--- src/rtl/mux16_rr_arbiter.sv ---
// 16:1 round-robin arbiter and one-bit data mux with a registered grant/handshake.
// Define MUX16_ARB_TIMEOUT_EN to drop grants that wait TMO_CYCLES without out_ready.
module mux16_rr_arbiter #(
  parameter int unsigned TMO_CYCLES = 16
) (
  input  logic        clk,
  input  logic        rst,
  input  logic [15:0] req,
  input  logic [15:0] data_in,
  input  logic        out_ready,
  output logic [3:0]  sel,
  output logic [15:0] gnt,
  output logic        data_out,
  output logic        out_valid,
  output logic        timeout
);

  typedef enum logic {IDLE, GRANT} state_t;

  state_t     state;
  logic [3:0] last;
  logic [3:0] win;
  logic [3:0] idx;
  logic       found;
  logic       expire;

  if (TMO_CYCLES < 2 || TMO_CYCLES > 255) begin : g_bad_tmo
    $error("TMO_CYCLES must be in 2..255");
  end

  // Search starts one past the previous winner; i = 16 wraps back to last itself.
  always_comb begin
    win   = '0;
    idx   = '0;
    found = 1'b0;
    for (int unsigned i = 1; i <= 16; i++) begin
      idx = last + 4'(i);
      if (!found && req[idx]) begin
        win   = idx;
        found = 1'b1;
      end
    end
  end

`ifdef MUX16_ARB_TIMEOUT_EN
  logic [7:0] wait_cnt;

  assign expire = !out_ready && (wait_cnt == 8'(TMO_CYCLES - 1));

  // Counter is held at zero outside GRANT, so it is cleared on every grant entry.
  always_ff @(posedge clk) begin
    if (rst) begin
      wait_cnt <= '0;
      timeout  <= 1'b0;
    end else begin
      timeout <= (state == GRANT) && expire;
      if (state != GRANT)
        wait_cnt <= '0;
      else if (!out_ready)
        wait_cnt <= wait_cnt + 8'd1;
    end
  end
`else
  assign expire  = 1'b0;
  assign timeout = 1'b0;
`endif

  always_ff @(posedge clk) begin
    if (rst) begin
      state     <= IDLE;
      last      <= 4'hF;
      sel       <= '0;
      gnt       <= '0;
      data_out  <= 1'b0;
      out_valid <= 1'b0;
    end else begin
      case (state)
        IDLE: begin
          if (found) begin
            sel       <= win;
            gnt       <= 16'd1 << win;
            data_out  <= data_in[win];
            out_valid <= 1'b1;
            state     <= GRANT;
          end
        end
        GRANT: begin
          if (out_ready || expire) begin
            last      <= sel;
            gnt       <= '0;
            out_valid <= 1'b0;
            state     <= IDLE;
          end
        end
      endcase
    end
  end

endmodule

--- config.mk ---
export PLATFORM = sky130hd
export DESIGN_NAME = mux16_rr_arbiter
export DESIGN_NICKNAME = d
export VERILOG_FILES = /design/src/rtl/mux16_rr_arbiter.sv
export SDC_FILE = /design/constraint.sdc
export NUM_CORES = 1
export LEC_CHECK = 0
export BUFFER_PORTS_ARGS = -buffer_cell sky130_fd_sc_hd__clkbuf_2
export CORE_MARGIN = 8
export CORE_UTILIZATION = 35
export DETAILED_ROUTE_END_ITERATION = 10
export MAX_ROUTING_LAYER = met4
export PLACE_DENSITY = 0.59
export SYNTH_ARGS = -nofsm -noshare
export SYNTH_HDL_FRONTEND = slang
export SYNTH_SLANG_ARGS = --single-unit
--- constraint.sdc ---
create_clock -name clk -period 5.51 [get_ports clk]
set_input_delay 0.551 -clock clk [delete_from_list [all_inputs] [get_ports clk]]
set_output_delay 0.551 -clock clk [all_outputs]
set_load 0.03 [all_outputs]
==> flow_metrics.py <==
metrics = {
    "cts": {
        "cts_sinks": 27,
        "clk_path_buf_depth": 2,
        "postCtsSetupBuffers": 0,
        "cts_tree": "yes",
        "path_clk_slew_ps": 90,
        "clock-root-buffer": "clkbuf_8",
        "cts_resized": 0,
        "tritoncts.num_buffers": 3,
        "cts_max_level": 1,
        "insertion_delay_ps": 280,
        "ctsHoldBuffers": 0,
    },
    "setup_path": {
        "reg2reg_slack_ps": 610,
        "critPathTopFamily": "simple AND/OR/NAND/NOR gates",
        "cp_cell_sequence": "inv_1 -> ha_1 -> buf_4 -> mux2_2 -> mux4_2 -> mux2i_1 -> nand3_1 -> or3_1 -> nor2_1 -> a22oi_1 -> a31o_1 -> or2_1 -> nor3_2 -> o211ai_1 -> a31oi_1",
        "cpPeakStageDelay_ps": 580,
        "end_kind": "flip-flop",
        "worst-path-buf-inv": 2,
        "cp_max_fo": 13,
        "cpMaxStageDelayCell": "ha_1",
        "arrival_ps": 5100,
        "cp-start-kind": "flip-flop",
        "critPathRequiredTime_ps": 5710,
        "worstSetupPathType": "flip-flop to flip-flop",
    },
    "synth": {
        "syn-cell-area_sq_um": 3560,
        "synth_flop_cell": "dfxtp_1",
        "syn_area_per_cell_sq_um": 8.80,
        "seq_area_frac_synth_pct": 15.2,
        "ys_warn_count": 0,
        "muxShareOfSynthArea_pct": 31.1,
        "synth-simple-area-share_pct": 19.9,
        "synth.distinct_cells": 78,
        "synth_top_family_by_area": "multiplexers",
        "async_flop_share_pct": 0,
        "synthCells": 405,
        "ys_seq_elements": 27,
        "synth-edff-count": 0,
        "synth_xor_area_share_pct": 3.20,
        "syn_nets": 448,
        "synth-compound-area-share_pct": 22.8,
        "synth_fa_ha_area_share_pct": 2.81,
    },
    "sta": {
        "rsz0062_at_grt": "false",
        "skew_ps": 4.88,
        "slew_headroom_pct": 50.0,
        "fin_crit_sh_pct": 89.0,
        "finalMaxSlewViolations": 0,
        "fin_crit_ps": 4900,
        "fmax_mhz": 204,
        "setup_violations": 0,
        "worstMarginPinSlew_ps": 731,
        "timing_hold_violations_final": 0,
        "setup_slack_ps": 607,
        "tns_ps": 0,
    },
    "route": {
        "drt-pass1-iter-count": 5,
        "drc": 0,
        "wirelength_microns": 11300,
        "drtAntennaViolNets": 0,
        "num_vias": 3634,
        "routedWlPerCell_microns": 19.2,
        "via_per_inst": 6.15,
        "drtIter0Drc": 338,
    },
    "grt": {
        "antenna_found_initial": 0,
        "grt_max_degree": 28,
        "grt_pass1_vias": 3631,
        "grt_pass1_wl_microns": 18400,
        "grt_overflow_total": 0,
        "grtUsageTotal_pct": 17.1,
    },
    "flow_run": {
        "cap_viol_max_count": 0,
    },
    "layout": {
        "drive_above_1_share_pct": 30.3,
        "utilization_pct": 39.9,
        "antenna_cells": 0,
        "nets": 499,
        "area_growth_pct": 12.9,
        "final_cells": 591,
        "n_fill_cell": 1046,
    },
    "pwr": {
        "peakVddDrop_uv": 243,
        "cellPowerDensity_nw_per_um2": 301,
        "power_uw": 1210,
        "p_leak_uw": 0.00160,
    },
    "die": {
        "io_pins": 58,
        "die_y_microns": 117,
        "die_w_microns": 117,
        "initial_utilization_pct": 35.3,
        "die-area_sq_um": 13700,
        "core_sq_um": 10100,
        "rows": 37,
    },
    "placed_design": {
        "place.gp.congestion": 1.01,
        "place_hpwl_microns": 8810,
        "placed_cells": 587,
        "pre_cts_ws_ps": 633,
        "portBuffers": 56,
    },
    "hold_path": {
        "hold_path.class": "flip-flop to flip-flop",
    },
    "run_status": {
        "status": "finished clean",
    },
}
path summary, 6_finish.rpt:
path / endpoint / cells past startpoint / start
setup reg to reg: data_out / 15 / last[1]
setup / recovery: data_out / 15 / last[1]
hold / removal: sel[3] / 2 / sel[3]
hold reg to reg: sel[3] / 2 / sel[3]
sequential cells by signal, summed over array words and instances, names as in the netlist:
register,count
gnt,16
out_valid,1
sel,4
last,4
state,1
data_out,1
report_power, final:
group          internal, uW  switching, uW  total, uW
logic                   329            529        858
registers               220           19.5        240
clock network          51.4           61.7        113
placed cells by master, fill, tap and decap left out, drive strengths merged, types with 4 or more instances in the layout:
cell type	count
nor2b	9
o21ai	9
a2111oi	7
and3	5
xor2	4
a211o	4
ha	8
dfxtp	27
nor4	7
xnor2	9
nand3	7
mux2	24
clkbuf	59
a22oi	20
a21oi	17
inv	8
buf	13
nand2	27
a211oi	5
nor3	12
o22ai	4
nor2	53
o211ai	5
mux2i	34
mux4	22
worst min-delay path, stage by stage, from the launching register on:
cell and delay, ps:
dfxtp_1 350, nand2_1 70, a21oi_1 60
logic make-up (layout without fill, tap and decap cells):
group / count (synthesis) / in the layout
adders and majority gates: 8 / 8
AOI/OAI and AO/OA: 107 / 107
other: 1 / 1
DFF: 27 / 27
and+or+nand+nor: 136 / 136
buffers and inverters: 33 / 83
xor gates and xnor gates: 13 / 13
muxes: 80 / 80
per-stage QoR:
| step | hold WS, ps | cell area, sq um |
|---|---|---|
| 6_report | 514 | 4020 |
| 5_1_grt | 537 | 4020 |
| 4_1_cts | 517 | 4020 |
| 3_5_place_dp | 493 | 3980 |
| 3_3_place_gp | 480 | 3980 |
| 2_1_floorplan | 590 | 3560 |
routing by layer:
| layer | up-vias | global-route usage, % | wire length, microns |
|---|---|---|---|
| li1 | 1688 | - | - |
| met1 | 1731 | 21.7 | 4930 |
| met2 | 187 | 27.0 | 5390 |
| met3 | 28 | 2.26 | 723 |
| met4 | 0 | 7.08 | 300 |
| met5 | - | - | 0 |
Yosys cell counts, types with 3 or more instances:
cell type / n / area (sq um)
ha_1: 8 / 100
xnor2_1: 9 / 78.8
nor4_1: 6 / 37.5
a211oi_1: 5 / 37.5
clkbuf_1: 7 / 26.3
mux4_2: 22 / 495
a2111oi_0: 7 / 61.3
and3_1: 5 / 31.3
nand3_1: 6 / 30.0
buf_4: 4 / 30.0
nor2_1: 52 / 195
a22oi_1: 20 / 150
xor2_1: 4 / 35.0
nor3_1: 6 / 30.0
o22ai_1: 4 / 25.0
mux2_2: 22 / 248
dfxtp_1: 27 / 541
buf_2: 7 / 35.0
nand4_1: 3 / 18.8
a211o_1: 4 / 35.0
nor3_2: 5 / 50.1
o21ai_0: 7 / 35.0
o211ai_1: 5 / 37.5
o2111ai_1: 3 / 26.3
nor2b_1: 9 / 56.3
a21oi_1: 17 / 85.1
inv_1: 6 / 22.5
mux2i_1: 34 / 340
nand2_1: 27 / 101
area by class of cell:
| cell class | count | area, sq um | share of cell area, % |
|---|---|---|---|
| Multi-Input combinational cell | 345 | 2850 | 70.8 |
| Sequential cell | 27 | 541 | 13.4 |
| Timing Repair Buffer | 69 | 378 | 9.39 |
| Tap cell | 136 | 170 | 4.23 |
| Clock buffer | 3 | 41.3 | 1.03 |
| Inverter | 10 | 37.5 | 0.933 |
| Clock inverter | 1 | 7.51 | 0.187 |
(Power assumes the default switching activity.)
